**config.mk**
```make
export PLATFORM = sky130hd
export DESIGN_NAME = comparator_serial
export DESIGN_NICKNAME = d
export VERILOG_FILES = /design/src/rtl/comparator_serial.sv
export SDC_FILE = /design/constraint.sdc
export NUM_CORES = 1
export LEC_CHECK = 0
export CAP_MARGIN = 20
export CORE_MARGIN = 2
export CORE_UTILIZATION = 53
export CTS_CLUSTER_DIAMETER = 80
export DETAILED_ROUTE_END_ITERATION = 8
export GPL_TIMING_DRIVEN = 0
export PLACE_DENSITY = 0.83
export SLEW_MARGIN = 20
export SYNTH_ARGS = -nofsm -noshare
export SYNTH_HDL_FRONTEND = slang
export SYNTH_SLANG_ARGS = --single-unit
```
**constraint.sdc**
```tcl
create_clock -name clk -period 3.9 [get_ports clk]
set_clock_uncertainty 0.05 [all_clocks]
set_input_delay 0.78 -clock clk [delete_from_list [all_inputs] [get_ports clk]]
set_output_delay 0.78 -clock clk [all_outputs]
set_load 0.05 [all_outputs]
```
**src/rtl/comparator_serial.sv**
```systemverilog
// Bit-serial WIDTH-bit magnitude comparator, MSB-first scan with early exit.
// Supports unsigned and two's-complement operands; results are held until the next decision.
module comparator_serial #(
  parameter int unsigned WIDTH = 8
) (
  input  logic             clk,
  input  logic             rst,
  input  logic             start,
  input  logic             signed_mode,
  input  logic [WIDTH-1:0] a,
  input  logic [WIDTH-1:0] b,
  output logic             busy,
  output logic             done,
  output logic             AgB,
  output logic             AeB,
  output logic             AlB
);

  localparam int unsigned   CW      = $clog2(WIDTH);
  localparam logic [CW-1:0] CNT_TOP = CW'(WIDTH - 1);

  typedef enum logic {
    IDLE,
    COMPARE
  } state_t;

  state_t           state;
  state_t           state_next;
  logic [WIDTH-1:0] a_sh;
  logic [WIDTH-1:0] b_sh;
  logic             mode;
  logic [CW-1:0]    cnt;

  logic load;
  logic decide;
  logic dec_gt;
  logic dec_eq;
  logic dec_lt;
  logic x;
  logic y;

  assign x    = a_sh[cnt];
  assign y    = b_sh[cnt];
  assign busy = (state == COMPARE);

  always_ff @(posedge clk or posedge rst) begin
    if (rst) state <= IDLE;
    else     state <= state_next;
  end

  always_comb begin
    state_next = state;
    load       = 1'b0;
    decide     = 1'b0;
    dec_gt     = 1'b0;
    dec_eq     = 1'b0;
    dec_lt     = 1'b0;
    case (state)
      IDLE: begin
        if (start) begin
          load       = 1'b1;
          state_next = COMPARE;
        end
      end
      COMPARE: begin
        if (x != y) begin
          decide     = 1'b1;
          state_next = IDLE;
          // In signed mode a differing sign bit means the operand with the 1 is smaller
          if (mode && (cnt == CNT_TOP)) begin
            dec_gt = y;
            dec_lt = x;
          end else begin
            dec_gt = x;
            dec_lt = y;
          end
        end else if (cnt == '0) begin
          decide     = 1'b1;
          dec_eq     = 1'b1;
          state_next = IDLE;
        end
      end
      default: state_next = IDLE;
    endcase
  end

  always_ff @(posedge clk or posedge rst) begin
    if (rst) begin
      a_sh <= '0;
      b_sh <= '0;
      mode <= 1'b0;
      cnt  <= '0;
      done <= 1'b0;
      AgB  <= 1'b0;
      AeB  <= 1'b0;
      AlB  <= 1'b0;
    end else begin
      done <= decide;
      if (load) begin
        a_sh <= a;
        b_sh <= b;
        mode <= signed_mode;
        cnt  <= CNT_TOP;
      end else if ((state == COMPARE) && !decide) begin
        cnt <= cnt - CW'(1);
      end
      if (decide) begin
        AgB <= dec_gt;
        AeB <= dec_eq;
        AlB <= dec_lt;
      end
    end
  end

endmodule
```
Yosys cells after proc, flatten, opt, wreduce, memory -nomap -nowiden

Index checks and enable logic that the tools add are counted.
W data, S select, Z words.

Bits in registers: 25
Bits of input ports: 20
Output and inout bits: 5
Logic and storage cells: 41

$add $sub $neg: 1
$lt $le $gt $ge: 1
Equal/unequal tests: 2
Multiplexer cells: 22
Bitwise operators: 1
Reductions and logical operators: 5

Operator list:

| kind                  | number |
|---|---|
| $mux W1               | 17 |
| $bmux W1 S3           | 2 |
| $mux W3               | 2 |
| $lt A3 B4 Y1 const B  | 1 |
| $eq A3 B3 Y1 const B  | 1 |
| $logic_not A3 Y1      | 1 |
| $sub A3 B1 Y3 const B | 1 |
| $logic_and A1 B1 Y1   | 2 |
| $pmux W1 S2           | 1 |
| $reduce_bool A2 Y1    | 1 |
| $logic_not A1 Y1      | 1 |
| $ne A1 B1 Y1          | 1 |
| $not A1 Y1            | 1 |

Depth between registers and ports, before layout

Gate-level depths: netlist of run 1.

Depth after elaboration: 9
Mapped depth: 6
Depth with buffers taken out: 5

Worst setup path before layout of run 1

OpenSTA, ideal clock, no wires.

Path type: flip-flop to flip-flop
Start: register cnt[0]
End: register cnt[2]
Setup time: 70 ps
Arrival: 2000 ps
Required time: 3780 ps
Setup slack: 1780 ps
Stages on the path, launching flop included: 7
Buffers on the path: 1
Clock period less this slack: 2120 ps
Path through: dfrtp_1 -> buf_6 -> mux4_1 -> mux2_2 -> xnor2_2 -> or4_1 -> nand3b_1

Word-level cells in the longest chain between the ends: 8
Elaborated cells between the ends (all ways): 15
Classes of those cells: 1 x add/sub; 1 x eq/ne; 9 x mux; 4 x reduce/logical

Ends and longest elaborated chain:

| element                               | RTL line | source |
|---|---|---|
| start, declared                       | 32       | `logic [CW-1:0] cnt;` |
| start signal, assigned                | 105      | `cnt <= cnt - CW'(1);` |
| $bmux W1 S3, on equally long branches | 42, 43   |  |
| $mux W1, on equally long branches     | 42, 43   |  |
| $ne A1 B1 Y1                          | 66       | `if (x != y) begin` |
| $mux W1                               | 66       |  |
| $mux W1                               | 58       | `case (state)` |
| $logic_not A1 Y1                      | 104      | `end else if ((state == COMPARE) && !decide) begin` |
| $logic_and A1 B1 Y1                   | 104      |  |
| $reduce_bool A2 Y1 (no source line)   | -        |  |

Parallel ways exist; a longest one is shown, timed or not. The select of a mux whose other input is x is not followed.
A chain may end at the register's enable or synchronous reset.

Worst setup path after layout of run 1

Start: register state, in the netlist busy
End: output busy

RTL lines:

| element                | RTL line | source |
|---|---|---|
| start, declared        | 27       | `state_t state;` |
| start signal, assigned | 48       | `else state <= state_next;` |
| end, declared          | 12       | `output logic busy,` |

No word-level cell between the ends.

==> results of run 1 <==
kinds of logic after synthesis:
family,after synthesis
flops,25
mux,25
buf+inv,8
fa+ha+maj,3
simple gates,14
compound gates,8
xor+xnor,1
through the flow:
| stage | utilization (%) | hold WS, ps |
|---|---|---|
| after floorplan | - | 422 |
| after global placement | 68.1 | 409 |
| after detailed placement | 68.1 | 423 |
| after CTS | 69.3 | 452 |
| after global routing | 69.3 | 469 |
| final | 69.3 | 445 |
final cells by class:
type	instances	area, µm²	share of cell area, %
Timing Repair Buffer	24	240	16.0
Sequential cell	25	626	41.6
Clock buffer	4	26.3	1.75
Tap cell	28	35.0	2.33
Inverter	4	15.0	0.998
Multi-Input combinational cell	51	534	35.5
Buffer	4	27.5	1.83
synthesized netlist by cell type (all sizes together):
master   n
clkbuf   1
mux2i    3
or2      2
nand4    1
nand3    1
nor2b    2
nand2    3
or4      1
o21ai    2
xnor2    1
nor2     2
a21oi    2
mux4     4
a21o     2
dfrtp   25
ha       3
nand3b   1
inv      4
buf      3
o22ai    2
nor3b    1
mux2    18
cell usage in the layout (no fill, tap or decap), types with 3 or more instances in the layout:
master / instances
dfrtp_1: 25
clkdlybuf4s50_1: 24
mux2_2: 18
mux4_1: 4
inv_1: 4
nand2_1: 3
ha_1: 3
clkbuf_4: 3
final timing paths:
check,startpoint,endpoint,slack [ps],depth (start not counted)
max in group asynchronous,rst,a_sh[7]$_DFFE_PP0P_,2350,2
hold reg to reg,AgB$_DFFE_PP0P_,AgB$_DFFE_PP0P_,450,1
setup / recovery,busy$_DFF_PP0_,busy,1420,1
setup reg to reg,cnt[0]$_DFFE_PP0P_,cnt[2]$_DFFE_PP0P_,1610,6
min in group asynchronous,rst,a_sh[0]$_DFFE_PP0P_,900,2
hold / removal,AgB$_DFFE_PP0P_,AgB$_DFFE_PP0P_,450,1
power by group through the flow:
stage	Sequential (µW)	Combinational (µW)	Clock (µW)
2_1_floorplan	508	471	0
3_3_place_gp	452	652	0
3_5_place_dp	460	674	0
4_1_cts	454	674	118
5_1_grt	471	725	125
6_report	453	664	111
per-layer routing:
| layer | GRT usage, % | up-vias | part of all wire, % |
|---|---|---|---|
| met5 | 0 | - | 0 |
| met4 | 7.89 | 0 | 1.8 |
| met3 | 2.59 | 4 | 4.8 |
| met2 | 30.8 | 25 | 52 |
| met1 | 20.1 | 376 | 42 |
| li1 | - | 357 | - |
registers in the layout (all words and copies together), names as in the netlist:
| register | cells |
|---|---|
| done | 1 |
| busy | 1 |
| AgB | 1 |
| b_sh | 8 |
| mode | 1 |
| AlB | 1 |
| AeB | 1 |
| a_sh | 8 |
| cnt | 3 |
==> flow_summary.toml, run 1 <==
[logic_synthesis]
ys_seq_area_share_pct = 52.0
yosysWarnings = 0
syn_nets = 107
synth_cell_types = 25
synthAdderAreaFrac_pct = 3.12
synth_compound_area_share_pct = 3.95
synth_area_leaders = "dfrtp_1 52%, mux2_2 17%, mux4_1 8.7%"
synth_top_area_share_pct = 52.0
synth_top_cell_by_area = "dfrtp_1"
ys_ff_latch = 25
avgSynthCellArea_um2 = 14.3
synth_top_family_by_area = "multiplexers"
yosys.area_share.simple_pct = 6.87
synth_mux_area_share_pct = 29.1
synth_xor_area_share_pct = 1.35
syn_area_um2 = 1200
postSynthCellCount = 84

[floorplanning]
design.core.area_um2 = 2170
die_w_um = 51.6
start_util_pct = 55.4
ios = 25
fp-row-count = 17
fp.dieArea_um2 = 2670
die_h_um = 51.6

[power_and_ir_drop]
p_int_uw = 772
seqPwrFrac_pct = 36.9
switchingPower_uw = 456
pwr-share-comb_pct = 54.0
switching_share_pct = 37.1
p_total_uw = 1230
power-per-cell-area_nw_per_um2 = 817
ir_worst_vdd_v = 0.000454
leakage_uw = 0.000655
clkPwrFrac_pct = 9.0

[cts]
cts.repair.resized = 0
clock_sinks = 25
clk_latency_ps = 310
cts_max_level = 1
numCtsBuffers = 3
cts-root-buf = "clkbuf_4"
hold_buffers = 0
clockBufferDepth = 2
post-cts-setup-buffer-count = 0
clkTransAtPathRegs_ps = 130
cts_tree = "yes"

[layout]
diodes = 0
instances_no_fill = 140
fin_area_um2 = 1500
drive_gt1_share_pct = 25.9
final_nets = 136
fillers = 170
area_growth_pct = 25.1

[critical_path]
end_kind = "output port"
critPathLaunchType = "flop"
worstPathRequired_ps = 3070
cpMaxStageDelayCell = "clkdlybuf4s50_1"
critPathMaxStageDelay_ps = 850
worstPathCellList = "clkdlybuf4s50_1"
crit_buf_inv = 1
critPathMaxFanout = 9
critPathKind = "reg2out"
crit_arrival_ps = 1650
path_delay_family = "buffers and inverters"

[timing]
fin_tns_setup_ps = 0
worstMarginPinSlew_ps = 904
finalCriticalPeriod_ps = 2480
finalCritPeriodShare_pct = 63.6
rsz0062_at_grt = "false"
drv_slew = 0
max_freq_ghz = 0.403
finalHoldViolCount = 0
final-setup-viol-count = 0
slew_headroom_pct = 39.6
fin_ws_ps = 1420

[placed_design]
placed_area_um2 = 1480
pre_cts_slack_ps = 1340
place_congestion = 0.772
dpl.hpwl_um = 1470
placedCellCount = 136
port_buffers = 24

[routing]
drc = 0
dr.pass1.iters = 4
via_count = 762
ant_nets = 0
drtIter0Drc = 7
viasPerCell = 5.44
wl_per_cell_um = 13.7
routed_wl_um = 1920

[run_status]
status = "complete, no violations"

[global_route]
grt_pass1_wl_um = 3330
grt_pass1_vias = 782
track_usage_pct = 17.1
grt-ovfl-total = 0
grt_max_degree = 26
grt_antenna_before_repair = 0

[min_path]
hp-class = "reg2reg"

[run]
maxCapViolations = 0
(Power assumes the default switching activity.)
==> run 2, diff against run 1 <==
--- a/config.mk
+++ b/config.mk
@@ -7,11 +7,11 @@
 export LEC_CHECK = 0
 export CAP_MARGIN = 20
 export CORE_MARGIN = 2
-export CORE_UTILIZATION = 53
+export CORE_UTILIZATION = 45
 export CTS_CLUSTER_DIAMETER = 80
 export DETAILED_ROUTE_END_ITERATION = 8
 export GPL_TIMING_DRIVEN = 0
-export PLACE_DENSITY = 0.83
+export PLACE_DENSITY = 0.75
 export SLEW_MARGIN = 20
 export SYNTH_ARGS = -nofsm -noshare
 export SYNTH_HDL_FRONTEND = slang
==> constraint.sdc (replaced) <==
create_clock -name clk -period 2 [get_ports clk]
set_clock_uncertainty 0.05 [all_clocks]
set_input_delay 0.4 -clock clk [delete_from_list [all_inputs] [get_ports clk]]
set_output_delay 0.4 -clock clk [all_outputs]
set_load 0.05 [all_outputs]
==> run 2 against run 1 <==
  * The run now ends with setup timing left
  * Worst setup slack worse by 1500 ps
  * Global-route usage down 2.4 points
  * Final area up 5.7%
  * Non-clock buffer count up 6
  * Die area up 16%
  * Wire length up 4.8%
  * Sequential cell count unchanged
  * Sequential share of layout area down 2.3 points
  * Power up 130%
==> flow_summary.toml, run 2 (synthesis gave the netlist of run 1 again) <==
[timing]
fin_ws_ps = -128
worstMarginPinSlew_ps = 913
drv_slew = 0
final-setup-viol-count = 6
finalHoldViolCount = 0
slew_headroom_pct = 39.1
finalCritPeriodShare_pct = 106
finalCriticalPeriod_ps = 2130
rsz0062_at_grt = "true"
max_freq_ghz = 0.470

[cts]
hold_buffers = 0
cts_max_level = 1
cts_tree = "yes"
clockBufferDepth = 2
cts-root-buf = "clkbuf_4"
clk_latency_ps = 320
clkTransAtPathRegs_ps = 140
clock_sinks = 25
numCtsBuffers = 3

[placed_design]
port_buffers = 24
dpl.hpwl_um = 1430
placedCellCount = 138
place_congestion = 0.720

[global_route]
grt-ovfl-total = 0
grt_max_degree = 26
grt_pass1_wl_um = 3680
track_usage_pct = 14.7
grt_antenna_before_repair = 0
grt_pass1_vias = 870

[critical_path]
worstPathRequired_ps = 2170
r2r-end = "AlB$_DFFE_PP0P_"
cp-endpoint = "AlB$_DFFE_PP0P_"
critPathKind = "reg2reg"
crit_start = "cnt[0]$_DFFE_PP0P_"
timing.rr.start = "cnt[0]$_DFFE_PP0P_"
critPathMaxFanout = 6
end_kind = "flop"
crit_arrival_ps = 2300
reg2reg_depth = 9
r2r_slack_ps = -130
critPathLaunchType = "flop"

[floorplanning]
die_h_um = 55.7
ios = 25
fp-row-count = 18
start_util_pct = 48.1
design.core.area_um2 = 2500
fp.dieArea_um2 = 3100
die_w_um = 55.7

[run]
maxCapViolations = 0

[layout]
ff_latch_area_um2 = 626
drive_gt1_share_pct = 35.6
reg_top3 = "a_sh (8), b_sh (8), cnt (3)"
final_cell_mix = "25 x dfrtp_1, 23 x clkdlybuf4s50_1, 17 x mux2_2"
fillers = 199
diodes = 0
area_growth_pct = 32.3
utilization_pct = 63.6
multi_input_area_um2 = 558
instances_no_fill = 148
mostFrequentLayoutCell = "dfrtp_1"
final_nets = 142

[routing]
routed_wl_um = 2020
via_count = 773
wl_met1_um = 873
drc = 0
wl_per_cell_um = 13.6
drtIter0Drc = 5
wl_met2_um = 1060
viasPerCell = 5.22
ant_nets = 0
dr.pass1.iters = 2
wl_met3_um = 84
top_layer = "met3"

[run_status]
status = "finished, violations left"
failed_checks = "setup timing"

[power_and_ir_drop]
leakage_uw = 0.000679
power-per-cell-area_nw_per_um2 = 1790
ir_worst_vdd_v = 0.00141

[min_path]
hp-class = "reg2reg"
run 2: changes by cell type in the layout (fill, tap and decap cells not counted), sizes merged:
cell           previous run  this run
dlygate4sd2               0         1
clkbuf                    5         4
buf                       3         9
clkinvlp                  0         1
clkdlybuf4s50            24        23
run 2: where the power goes:
part | internal [µW] | switching [µW] | leakage, µW
clock | 76.3 | 155 | 0.0000139
sequential | 750 | 135 | 0.000292
combinational | 980 | 758 | 0.000373
total | 1810 | 1050 | 0.000679
run 2: what timing repair did:
item | CTS | global route
buffers inserted | 5 | 1
endpoints found under the hold margin | 0 | 0
resized for setup | 6 | 1
setup endpoints to repair | 8 | 8
pin swaps | 5 | 1
run 2: layer usage:
metal / GRT usage, % / vias to the layer above
met2: 26.5 / 19
met4: 4.18 / 0
met5: 0 / -
met3: 2.33 / 0
met1: 18.2 / 387
li1: - / 367
run 2: final cells by class:
| type | count | share of cell area [%] |
|---|---|---|
| clock inverters | 1 | 0.472 |
| multi-input cells | 51 | 35.1 |
| repair buffers | 30 | 18.6 |
| well taps | 30 | 2.36 |
| inverters | 4 | 0.944 |
| plain buffers | 4 | 1.73 |
| clock buffers | 3 | 1.42 |
| flip-flops and latches | 25 | 39.3 |
run 2: worst min path at each step:
stage | from | endpoint | cells after the start
floorplan | rst | AeB$_DFFE_PP0P_ | 1
finish | AlB$_DFFE_PP0P_ | AlB$_DFFE_PP0P_ | 1
global route | AlB$_DFFE_PP0P_ | AlB$_DFFE_PP0P_ | 1
detailed placement | AlB$_DFFE_PP0P_ | AlB$_DFFE_PP0P_ | 1
global placement | AgB$_DFFE_PP0P_ | AgB$_DFFE_PP0P_ | 1
CTS | AlB$_DFFE_PP0P_ | AlB$_DFFE_PP0P_ | 1
run 2: critical path: stages, from the launching register on:
cell and delay [ps]:
dfrtp_1 380, buf_6 140, buf_12 100, mux4_2 520
mux2i_4 250, buf_4 160, buf_4 100, or2_4 120
o22ai_2 60, a21o_1 150
run 2: metrics by stage:
step | hold WS [ps] | TNS (ps) | setup WS, ps | instance area, µm² | power, µW
6_report | 445 | -691 | -128 | 1590 | 2850
5_1_grt | 478 | -1340 | -248 | 1590 | 3050
4_1_cts | 445 | -481 | -105 | 1580 | 2810
3_5_place_dp | 415 | -1890 | -154 | 1480 | 2320
3_3_place_gp | 411 | -1480 | -133 | 1480 | 2270
2_1_floorplan | 377 | -73.7 | -73.7 | 1200 | 2020
==> run 3, diff against run 2 <==
--- a/config.mk
+++ b/config.mk
@@ -7,11 +7,12 @@
 export LEC_CHECK = 0
 export CAP_MARGIN = 20
 export CORE_MARGIN = 2
-export CORE_UTILIZATION = 45
+export CORE_UTILIZATION = 47
+export CTS_BUF_LIST = sky130_fd_sc_hd__clkbuf_2
 export CTS_CLUSTER_DIAMETER = 80
 export DETAILED_ROUTE_END_ITERATION = 8
 export GPL_TIMING_DRIVEN = 0
-export PLACE_DENSITY = 0.75
+export PLACE_DENSITY = 0.78
 export SLEW_MARGIN = 20
 export SYNTH_ARGS = -nofsm -noshare
 export SYNTH_HDL_FRONTEND = slang
==> run 3 against run 2 <==
  * The run still ends with setup timing left
  * Non-clock buffer count is 1 lower
  * Worst setup slack worse by 22 ps
  * Core utilization is 0.66 points higher
  * Power is 1.4% lower
  * Register-to-register slack worse by 20 ps
  * Critical path type unchanged
  * Via count is 0.13% lower
  * Count of clock-buffer cells in the layout is 1 higher
  * First-iteration DRC count is 20% lower
  * Sequential power is 1% higher
  * Sequential share of layout area is 0.31 points higher
  * Final area is 0.79% lower
  * Die area is 3.9% lower
==> flow_summary.toml, run 3 (synthesis gave the netlist of run 1 again) <==
[layout]
fillers = 194
mostFrequentLayoutCell = "dfrtp_1"
final_cell_mix = "25 x dfrtp_1, 19 x clkdlybuf4s50_1, 17 x mux2_2"
reg_top3 = "a_sh (8), b_sh (8), cnt (3)"
utilization_pct = 64.3
area_growth_pct = 31.2
final_nets = 141
drive_gt1_share_pct = 35.9
diodes = 0

[timing]
max_freq_ghz = 0.465
fin_ws_ps = -150
drv_slew = 0
slew_headroom_pct = 38.5
finalCriticalPeriod_ps = 2150
finalHoldViolCount = 0
final-setup-viol-count = 7
rsz0062_at_grt = "true"
whs_ps = 464
worstMarginPinSlew_ps = 922
finalCritPeriodShare_pct = 107

[routing]
via_count = 772
routed_wl_um = 2060
dr.pass1.iters = 4
viasPerCell = 5.25
drtIter0Drc = 4
drc = 0
ant_nets = 0
wl_per_cell_um = 14.0

[floorplanning]
start_util_pct = 49.0
fp.dieArea_um2 = 2980
design.core.area_um2 = 2450
die_w_um = 54.6
fp-row-count = 18
die_h_um = 54.6
ios = 25

[placed_design]
place_congestion = 0.745
port_buffers = 24
dpl.hpwl_um = 1460

[cts]
cts_tree = "yes"
clockBufferDepth = 2
cts_max_level = 1
clkTransAtPathRegs_ps = 220
clock_sinks = 25
hold_buffers = 0
numCtsBuffers = 3
cts-root-buf = "clkbuf_2"
clk_latency_ps = 340

[critical_path]
critPathMaxFanout = 6
worstPathRequired_ps = 2250
end_kind = "flop"
crit_arrival_ps = 2400
critPathLaunchType = "flop"
critPathKind = "reg2reg"

[global_route]
grt_pass1_vias = 782
grt_max_degree = 26
grt_pass1_wl_um = 3480
track_usage_pct = 17.2
grt-ovfl-total = 0
grt_antenna_before_repair = 0

[power_and_ir_drop]
p_int_uw = 1750
switchingPower_uw = 1060
power-per-cell-area_nw_per_um2 = 1780
ir_worst_vdd_v = 0.000946
p_total_uw = 2810
pwr-share-comb_pct = 60.9
seqPwrFrac_pct = 31.9
leakage_uw = 0.000708
switching_share_pct = 37.8
clkPwrFrac_pct = 7.2

[min_path]
hp-class = "reg2reg"

[run_status]
failed_checks = "setup timing"
status = "finished, violations left"

[run]
maxCapViolations = 0
-- run 3: cell count changes in the layout (fill, tap and decap cells not counted), moves of 2 or more --
cell,change
clkdlybuf4s50_1,-4
dlygate4sd2_1,+2
clkbuf_2,+4
clkbuf_4,-3
dlymetal6s2s_1,+2
-- run 3: worst paths after layout --
check / end / startpoint / cells past startpoint / slack [ps]
min: AgB$_DFFE_PP0P_ / AgB$_DFFE_PP0P_ / 1 / 460
max reg2reg: cnt[2]$_DFFE_PP0P_ / cnt[0]$_DFFE_PP0P_ / 6 / -150
min reg2reg: AgB$_DFFE_PP0P_ / AgB$_DFFE_PP0P_ / 1 / 460
max: cnt[2]$_DFFE_PP0P_ / cnt[0]$_DFFE_PP0P_ / 6 / -150
min in group asynchronous: mode$_DFFE_PP0P_ / rst / 2 / 470
max in group asynchronous: a_sh[0]$_DFFE_PP0P_ / rst / 2 / 890
-- run 3: repair_timing --
| item | CTS | global route |
|---|---|---|
| pin swaps | 3 | 1 |
| setup endpoints to repair | 10 | 11 |
| setup buffers | 3 | 2 |
| gates resized for setup | 10 | 4 |
-- run 3: metrics by stage --
stage	cell area, µm²	worst slack (ps)	std cells	TNS, ps
after detailed placement	1480	-160	138	-1600
after global routing	1580	-232	147	-1440
after global placement	1480	-163	138	-1660
after floorplan	1200	-73.7	84	-73.7
after CTS	1550	-132	145	-567
final	1580	-150	147	-709
-- run 3: layout make-up --
type                       instances  area [µm²]  area share [%]
buffer                             4        27.5            1.74
clock buffer                       4        20.0            1.27
inverter                           4        15.0           0.952
multi-input combinational         51         569            36.1
sequential                        25         626            39.7
tap                               30        37.5            2.38
timing repair buffer              29         283            17.9
-- run 3: power groups by stage --
stage / Clock [µW] / Sequential, µW / Combinational (µW)
2_1_floorplan: 0 / 995 / 1030
3_3_place_gp: 0 / 890 / 1380
3_5_place_dp: 0 / 913 / 1410
4_1_cts: 201 / 900 / 1620
5_1_grt: 226 / 932 / 1840
6_report: 202 / 898 / 1710
-- run 3: worst max-delay path: stages, from the launching register on --
cell      delay (ps)
dfrtp_1          420
buf_6            140
mux4_2           490
mux2_4           320
xnor2_4          160
or4_1            430
nand3b_1         100
-- run 3: metal layers --
metal / up-vias / wire, µm / part of all wire (%) / GRT usage (%)
met1: 382 / 883 / 43 / 21.2
li1: 365 / - / - / -
met2: 20 / 1050 / 51 / 28.2
met3: 5 / 87 / 4.2 / 3.83
met4: 0 / 44 / 2.1 / 8.75
met5: - / 0 / 0 / 0
